`config.mk`:
```
export PLATFORM = sky130hd
export DESIGN_NAME = serial_encode
export DESIGN_NICKNAME = d
export VERILOG_FILES = /design/src/rtl/serial_frame_pkg.sv /design/src/rtl/serial_bit_clock_gen.sv /design/src/rtl/serial_encode.sv
export SDC_FILE = /design/constraint.sdc
export NUM_CORES = 1
export LEC_CHECK = 0
export BUFFER_PORTS_ARGS = -buffer_cell sky130_fd_sc_hd__buf_2
export CAP_MARGIN = 0
export CORE_MARGIN = 2
export CORE_UTILIZATION = 42
export CTS_BUF_LIST = sky130_fd_sc_hd__clkbuf_2 sky130_fd_sc_hd__clkbuf_4 sky130_fd_sc_hd__clkbuf_8
export CTS_CLUSTER_SIZE = 10
export DETAILED_ROUTE_END_ITERATION = 6
export SETUP_SLACK_MARGIN = 0.05
export SYNTH_ARGS = -nofsm -noshare
export SYNTH_HDL_FRONTEND = slang
export SYNTH_SLANG_ARGS = --single-unit
```
`constraint.sdc`:
```
create_clock -name clk -period 2.1 [get_ports clk]
set_clock_uncertainty 0.05 [all_clocks]
set_input_delay 0.315 -clock clk [delete_from_list [all_inputs] [get_ports clk]]
set_output_delay 0.315 -clock clk [all_outputs]
set_load 0.02 [all_outputs]
```
`src/rtl/serial_frame_pkg.sv`:
```
// Shared frame layout for the BEP thermostat serial link (encoder and receiver).
package serial_frame_pkg;

    localparam int FRAME_BITS = 192;
    localparam logic [31:0] DEFAULT_PREAMBLE = 32'hAAAA_AAAA;

    localparam int PREAMBLE_MSB      = 191;
    localparam int PREAMBLE_LSB      = 160;
    localparam int TYPE_1_MSB        = 159;
    localparam int TYPE_1_LSB        = 144;
    localparam int TYPE_2_MSB        = 143;
    localparam int TYPE_2_LSB        = 128;
    localparam int CONSTANT_MSB      = 127;
    localparam int CONSTANT_LSB      = 96;
    localparam int THERMOSTAT_ID_MSB = 95;
    localparam int THERMOSTAT_ID_LSB = 64;
    localparam int ROOM_TEMP_MSB     = 63;
    localparam int ROOM_TEMP_LSB     = 48;
    localparam int SET_TEMP_MSB      = 47;
    localparam int SET_TEMP_LSB      = 32;
    localparam int STATE_MSB         = 31;
    localparam int STATE_LSB         = 24;
    localparam int TAIL_1_MSB        = 23;
    localparam int TAIL_1_LSB        = 16;
    localparam int TAIL_2_MSB        = 15;
    localparam int TAIL_2_LSB        = 8;
    localparam int TAIL_3_MSB        = 7;
    localparam int TAIL_3_LSB        = 0;

    localparam int SUM_BYTES = 19;

    typedef enum logic [1:0] {
        IDLE  = 2'd0,
        SHIFT = 2'd1,
        GAP   = 2'd2
    } frame_state_t;

    // Modulo-256 sum of the 19 bytes between the preamble and tail_3.
    function automatic logic [7:0] byte_sum(input logic [SUM_BYTES*8-1:0] bytes);
        logic [7:0] s;
        s = 8'h00;
        for (int i = 0; i < SUM_BYTES; i++) begin
            s = s + bytes[i*8 +: 8];
        end
        return s;
    endfunction

endpackage

```
`src/rtl/serial_bit_clock_gen.sv`:
```
// Divides clk into serial_clock; strobes mark the clk edge on which serial_clock rises/falls.
module serial_bit_clock_gen #(
    parameter int HALF_PERIOD = 4
) (
    input  logic clk,
    input  logic rst_n,
    input  logic run,
    output logic serial_clock,
    output logic rise,
    output logic fall
);

    localparam int DIV_W = $clog2(HALF_PERIOD) + 1;
    localparam logic [DIV_W-1:0] DIV_TC = DIV_W'(HALF_PERIOD - 1);

    logic [DIV_W-1:0] div_cnt;
    logic             tc;

    assign tc   = run && (div_cnt == DIV_TC);
    assign rise = tc && !serial_clock;
    assign fall = tc && serial_clock;

    always_ff @(posedge clk or negedge rst_n) begin
        if (!rst_n) begin
            div_cnt      <= '0;
            serial_clock <= 1'b0;
        end else if (!run) begin
            div_cnt      <= '0;
            serial_clock <= 1'b0;
        end else if (tc) begin
            div_cnt      <= '0;
            serial_clock <= !serial_clock;
        end else begin
            div_cnt      <= div_cnt + 1'b1;
        end
    end

endmodule

```
`src/rtl/serial_encode.sv`:
```
// BEP thermostat frame transmitter: 192-bit frame, MSB first, data launched on serial_clock falls.
// Build option SERIAL_ENCODE_CKSUM_EN replaces tail_3 with the byte sum of frame bits 159:8.
//
// state | meaning
// IDLE  | frame_ready high, waiting for frame_valid
// SHIFT | clocking out the 192 frame bits
// GAP   | quiet time before the next frame is accepted
module serial_encode
    import serial_frame_pkg::*;
#(
    parameter int          HALF_PERIOD = 4,
    parameter int          GAP_CYCLES  = 16,
    parameter logic [31:0] PREAMBLE    = DEFAULT_PREAMBLE
) (
    input  logic        clk,
    input  logic        rst_n,
    input  logic        frame_valid,
    output logic        frame_ready,
    input  logic [15:0] type_1,
    input  logic [15:0] type_2,
    input  logic [31:0] constant,
    input  logic [31:0] thermostat_id,
    input  logic [15:0] room_temp,
    input  logic [15:0] set_temp,
    input  logic [7:0]  state,
    input  logic [7:0]  tail_1,
    input  logic [7:0]  tail_2,
    input  logic [7:0]  tail_3,
    output logic        serial_clock,
    output logic        serial_data,
    output logic        busy,
    output logic        frame_done
);

    localparam int GAP_W = (GAP_CYCLES > 1) ? $clog2(GAP_CYCLES) : 1;
    localparam logic [GAP_W-1:0] GAP_LOAD = GAP_W'((GAP_CYCLES > 0) ? GAP_CYCLES - 1 : 0);
    localparam logic [7:0] LAST_BIT = 8'(FRAME_BITS - 1);

    frame_state_t          cur_state;
    frame_state_t          nxt_state;
    logic [FRAME_BITS-1:0] shift_reg;
    logic [FRAME_BITS-1:0] load_word;
    logic [7:0]            tail_byte;
    logic [7:0]            bit_cnt;
    logic [GAP_W-1:0]      gap_cnt;
    logic                  ready_en;
    logic                  accept;
    logic                  last_fall;
    logic                  bit_fall;
    logic                  bit_rise_unused;

`ifdef SERIAL_ENCODE_CKSUM_EN
    logic unused_tail_3;
    assign unused_tail_3 = ^tail_3;
    assign tail_byte = byte_sum({type_1, type_2, constant, thermostat_id,
                                 room_temp, set_temp, state, tail_1, tail_2});
`else
    assign tail_byte = tail_3;
`endif

    assign load_word = {PREAMBLE, type_1, type_2, constant, thermostat_id,
                        room_temp, set_temp, state, tail_1, tail_2, tail_byte};

    serial_bit_clock_gen #(
        .HALF_PERIOD(HALF_PERIOD)
    ) u_bit_clock (
        .clk         (clk),
        .rst_n       (rst_n),
        .run         (cur_state == SHIFT),
        .serial_clock(serial_clock),
        .rise        (bit_rise_unused),
        .fall        (bit_fall)
    );

    // ready_en keeps frame_ready low until the first edge after reset release.
    assign frame_ready = ready_en && (cur_state == IDLE);
    assign accept      = frame_valid && frame_ready;
    assign last_fall   = bit_fall && (bit_cnt == LAST_BIT);
    assign busy        = (cur_state != IDLE);
    assign serial_data = (cur_state == SHIFT) && shift_reg[FRAME_BITS-1];

    always_comb begin
        nxt_state = cur_state;
        case (cur_state)
            IDLE:    if (accept) nxt_state = SHIFT;
            SHIFT:   if (last_fall) nxt_state = (GAP_CYCLES == 0) ? IDLE : GAP;
            GAP:     if (gap_cnt == '0) nxt_state = IDLE;
            default: nxt_state = IDLE;
        endcase
    end

    always_ff @(posedge clk or negedge rst_n) begin
        if (!rst_n) begin
            cur_state  <= IDLE;
            ready_en   <= 1'b0;
            frame_done <= 1'b0;
        end else begin
            cur_state  <= nxt_state;
            ready_en   <= 1'b1;
            frame_done <= (cur_state != IDLE) && (nxt_state == IDLE);
        end
    end

    always_ff @(posedge clk or negedge rst_n) begin
        if (!rst_n) begin
            shift_reg <= '0;
            bit_cnt   <= '0;
            gap_cnt   <= '0;
        end else begin
            if (accept) begin
                shift_reg <= load_word;
                bit_cnt   <= '0;
            end else if ((cur_state == SHIFT) && bit_fall) begin
                shift_reg <= {shift_reg[FRAME_BITS-2:0], 1'b0};
                bit_cnt   <= bit_cnt + 1'b1;
            end
            if (last_fall) begin
                gap_cnt <= GAP_LOAD;
            end else if ((cur_state == GAP) && (gap_cnt != '0)) begin
                gap_cnt <= gap_cnt - 1'b1;
            end
        end
    end

endmodule

```
# ---- Yosys cells after proc, flatten, opt, wreduce, memory -nomap -nowiden
# Cells that the tools add are included.
dict set report word_totals {
  register_bits 212
  word_cells 47
  out_inout_bits 5
}
dict set report op_classes {
  n_mux 14
  eq_ne 5
  add_sub_neg 3
  reduce_logical 17
}
# op n
set ops {}
lappend ops {{$mux 192} 2}
lappend ops {{$mux 8} 2}
lappend ops {{$logic_and 1x1->1} 9}
lappend ops {{$add 8x1->8 const B} 1}
lappend ops {{$eq 8x8->1 const B} 1}
lappend ops {{$mux 4} 2}
lappend ops {{$mux 2} 3}
lappend ops {{$mux 3} 2}
lappend ops {{$pmux 2 s3} 1}
lappend ops {{$reduce_bool 2->1} 3}
lappend ops {{$logic_not 2->1} 2}
lappend ops {{$logic_not 4->1} 1}
lappend ops {{$reduce_bool 4->1} 1}
lappend ops {{$sub 4x1->4 const B} 1}
lappend ops {{$add 3x1->3 const B} 1}
lappend ops {{$eq 3x2->1 const B} 1}
lappend ops {{$eq 2x1->1 const B} 1}
lappend ops {{$eq 2x2->1 const B} 1}
lappend ops {{$mux 1} 2}
lappend ops {{$ne 2x2->1 const B} 1}
lappend ops {{$logic_not 1->1} 1}

# ---- Logic depth before layout (Yosys ltp)
dict set report logic_depth {
  word_depth 8
  depth_mapped 7
}

# ---- Cells and area by module
# A second synthesis with hierarchy kept.
dict set report hier_totals {
  hier_cells 953
  hier_area_um2 9595.5
}
# mod area_per_inst_um2 cells_each seq_area_each_um2 instances
set by_module_without_submodules {}
lappend by_module_without_submodules {serial_encode 9417.8 938 5205.0 1}
lappend by_module_without_submodules {serial_bit_clock_gen 177.7 15 100.1 1}

# ---- Worst setup path after synthesis
# Ideal clock, no wire load.
dict set report synth_path {
  path_kind {register to register}
  startpoint {register u_bit_clock.serial_clock}
  endpoint {register shift_reg[100]}
  path_stages_with_launch 7
  setup_ps 119
  setup_slack_ps 345
  t_arrival_ps 1586
  n_path_buf 3
  path_cell_list {dfrtp_1 > clkbuf_1 > inv_2 > clkbuf_1 > clkbuf_1 > o32a_1 > o21a_1}
}
dict set report synth_between {
  elab_chain_len 3
}
# item line
set synth_rtl {}
lappend synth_rtl {{start, declared} serial_bit_clock_gen.sv:8} ;# output logic serial_clock,
lappend synth_rtl {{start signal, assigned} serial_bit_clock_gen.sv:32} ;# serial_clock <= !serial_clock;
lappend synth_rtl {{$logic_and 1x1->1} serial_bit_clock_gen.sv:21} ;# assign fall = tc && serial_clock;
lappend synth_rtl {{$logic_and 1x1->1} serial_encode.sv:113} ;# end else if ((cur_state == SHIFT) && bit_fall) begin
lappend synth_rtl {{$reduce_bool 2->1 (no line)} --}
lappend synth_rtl {{end signal, assigned} serial_encode.sv:111} ;# shift_reg <= load_word;
lappend synth_rtl {{end signal, assigned} serial_encode.sv:114} ;# shift_reg <= {shift_reg[FRAME_BITS-2:0], 1'b0};
lappend synth_rtl {{end, declared} serial_encode.sv:41} ;# logic [FRAME_BITS-1:0] shift_reg;
# No other way between the ends.
# A chain may end at the register's enable or synchronous reset.

# ---- Worst setup path after layout
dict set report layout_path {
  startpoint {register cur_state[1]}
  endpoint {output port frame_ready}
}
dict set report layout_between {
  elab_chain_len 2
}
# item line
set layout_rtl {}
lappend layout_rtl {{start, declared} serial_encode.sv:39} ;# frame_state_t cur_state;
lappend layout_rtl {{start signal, assigned} serial_encode.sv:98} ;# cur_state <= nxt_state;
lappend layout_rtl {{$logic_not 2->1} serial_encode.sv:76} ;# assign frame_ready = ready_en && (cur_state == IDLE);
lappend layout_rtl {{$logic_and 1x1->1} serial_encode.sv:76}
lappend layout_rtl {{end, declared} serial_encode.sv:18} ;# output logic frame_ready,
# No other way between the ends.

==> results.tsv <==
metric	value	unit
p_leak	4.88	nW
internal_power	10.4	mW
dieArea	23900	um^2
dpl.hpwl	14300	um
core.rowCount	55	
antenna_left	0	
synthTopCellsByCount	dfrtp_1, o21a_1, o32a_1, clkbuf_1, nand3_1	
gp_congestion	0.738	
fin_crit	1960	ps
drc	0	
yosysTopAreaCell	dfrtp_1	
die_y	155	um
port_buffers	167	
ioPinCount	168	
min_period_over_period	0.932	
ys_ff_latch	212	
ys_types	41	
maxSlewViolCount	0	
max_freq	511	MHz
synth_edf_count	0	
end_kind	output port	
cts.clk_slew.worst_paths	60	ps
combPwrFrac	0.293	
start_kind	register	
power.density	1300	nW/um^2
p_clk_frac	0.255	
post_drt_via_cell_ratio	5.78	
cp.arrival	1590	ps
grt_usage	0.196	
vias	7460	
relSlewSlack	0.627	
synthAdderAreaFrac	0.00393	
wl_per_cell	18.1	um
synth_compound_area_frac	0.331	
area_growth	24.0	%
clk_latency	510	ps
drv_cap	0	
initial_utilization	0.425	
switching_share	0.323	
rsz0062_at_grt	no	
synth_top_family_by_area	compound AO/OA/AOI/OAI gates	
core-area	22400	um^2
synth-warning-count	0	
ys_seq_area_frac	0.556	
cts_buffer_depth	3	
ctsRootBufferMaster	clkbuf_8	
grt_pass1_vias	7578	
grt_pass1_wl	39000	um
dr.pass1.iters	4	
overflow	0	
yosys-top-cells-area	dfrtp_1, o32a_1, o21a_1	
synth_fp_nets	972	
async_flop_share	1.00	
crit_fanout	8	
setup_viol	0	
tritoncts	built	
synth-xor-area-share	0.000918	
critPathKind	reg -> out	
grt_max_degree	85	
post-synth-top-count-cell	dfrtp_1	
p_switching	4.97	mW
drt_iter0_markers	443	
muxShareOfSynthArea	0.00210	
finalSetupTns	0	ps
fp.dieW	155	um
nets	1147	
syn_inst	806	
tightest_slew	558	ps
synth_top_area_share	0.556	
htreeDepth	2	
largest_reg_flops	192	
yosys_most_used_dff	dfrtp_1	
power	15.4	mW
antenna_found_initial	2	
peakVddDrop	0.000586	V
hold_class	in -> reg	
numCtsBuffers	39	
syn-cell-area	9540	um^2
hold_viol	0	
syn_area_per_cell	11.8	um^2
drive_gt1_frac	0.273	
run_status	finished, final reports clean	
wirelength	23400	um
p_seq_frac	0.452	
required	1740	ps
synthSimpleGateAreaFrac	0.0589	
cts_sinks	212	
==> worst paths after layout <==
kind	from	endpoint	slack, ps	depth (start not counted)
max	cur_state[1]	frame_ready	140	4
min	constant[7]	shift_reg[103]	70	3
max reg2reg	u_bit_clock.div_cnt[0]	shift_reg[151]	220	6
min reg2reg	u_bit_clock.div_cnt[0]	u_bit_clock.div_cnt[0]	400	1
max in group asynchronous	rst_n	cur_state[0]	1000	3
min in group asynchronous	rst_n	shift_reg[154]	280	2
==> cell type report <==
type / count / area [um^2]
clock buffers: 61 / 764
fillers: 2040 / 10600
repair buffers: 225 / 1520
well taps: 285 / 357
clock inverters: 2 / 10.0
diodes: 2 / 5.00
multi-input cells: 493 / 3830
inverters: 10 / 42.5
flip-flops and latches: 212 / 5310
==> cell usage in the layout (no fill, tap or decap), types with 2 or more instances in the layout <==
master / instances
a21oi_1: 22
a221o_1: 18
a32oi_1: 2
and2_1: 3
and3_1: 4
buf_12: 14
buf_2: 166
buf_4: 20
clkbuf_4: 12
clkbuf_8: 49
clkinv_2: 2
dfrtp_1: 211
diode_2: 2
dlygate4sd3_1: 23
ha_1: 3
inv_1: 9
mux2i_1: 2
nand2_1: 8
nand2b_1: 3
nand3_1: 44
nand4bb_4: 2
nor2_1: 15
nor2b_1: 2
nor3_1: 2
nor3b_1: 2
o211a_1: 15
o211ai_1: 2
o21a_1: 139
o21ai_0: 43
o31ai_1: 3
o32a_1: 138
or3_1: 5
or4_1: 5
==> power by group through the flow <==
stage          registers, mW  logic (mW)  clock network (mW)
2_1_floorplan           6.71        3.39                   0
3_3_place_gp            6.96        4.43                   0
3_5_place_dp            6.99        4.53                   0
4_1_cts                 6.94        4.57                4.05
5_1_grt                 7.19        5.02                4.23
6_report                6.96        4.52                3.93
==> critical path, stage by stage (launching register included) <==
cell and delay [ps]:
dfrtp_1 370, buf_4 160, or2_2 300, nor2_1 80
buf_2 160
==> through the flow <==
stage	utilization	setup WS (ps)	cell area, um^2	cells	hold slack, ps
floorplan	-	345	9540	806	-30.6
global placement	0.482	255	10800	1202	229
global route	0.527	51.6	11800	1289	51.9
CTS	0.527	83.1	11800	1288	39.4
finish	0.527	143	11800	1290	74.9
detailed placement	0.482	225	10800	1202	223
==> per-layer routing <==
| metal | vias up | routed length [um] | track usage |
|---|---|---|---|
| met5 | - | 0 | 0 |
| met4 | 0 | 575 | 0.0648 |
| met3 | 44 | 1170 | 0.0457 |
| met2 | 164 | 10900 | 0.304 |
| met1 | 3736 | 10700 | 0.275 |
| li1 | 3516 | - | - |
==> logic make-up (layout without fill, tap and decap cells) <==
logic type / count (synthesis) / after routing
buffers and inverters: 101 / 298
xor gates and xnor gates: 1 / 1
DFF: 212 / 212
adders and majority gates: 3 / 3
muxes: 2 / 2
and+or+nand+nor: 101 / 101
AOI/OAI and AO/OA: 385 / 385
other: 1 / 3
==> repair_timing <==
item,CTS,global route
resized for setup,1,2
endpoints found under the setup margin,1,1
hold buffers,23,0
endpoints found under the hold margin,72,0
buffers inserted,0,0
Note: power is estimated with default switching activity, not from simulation.
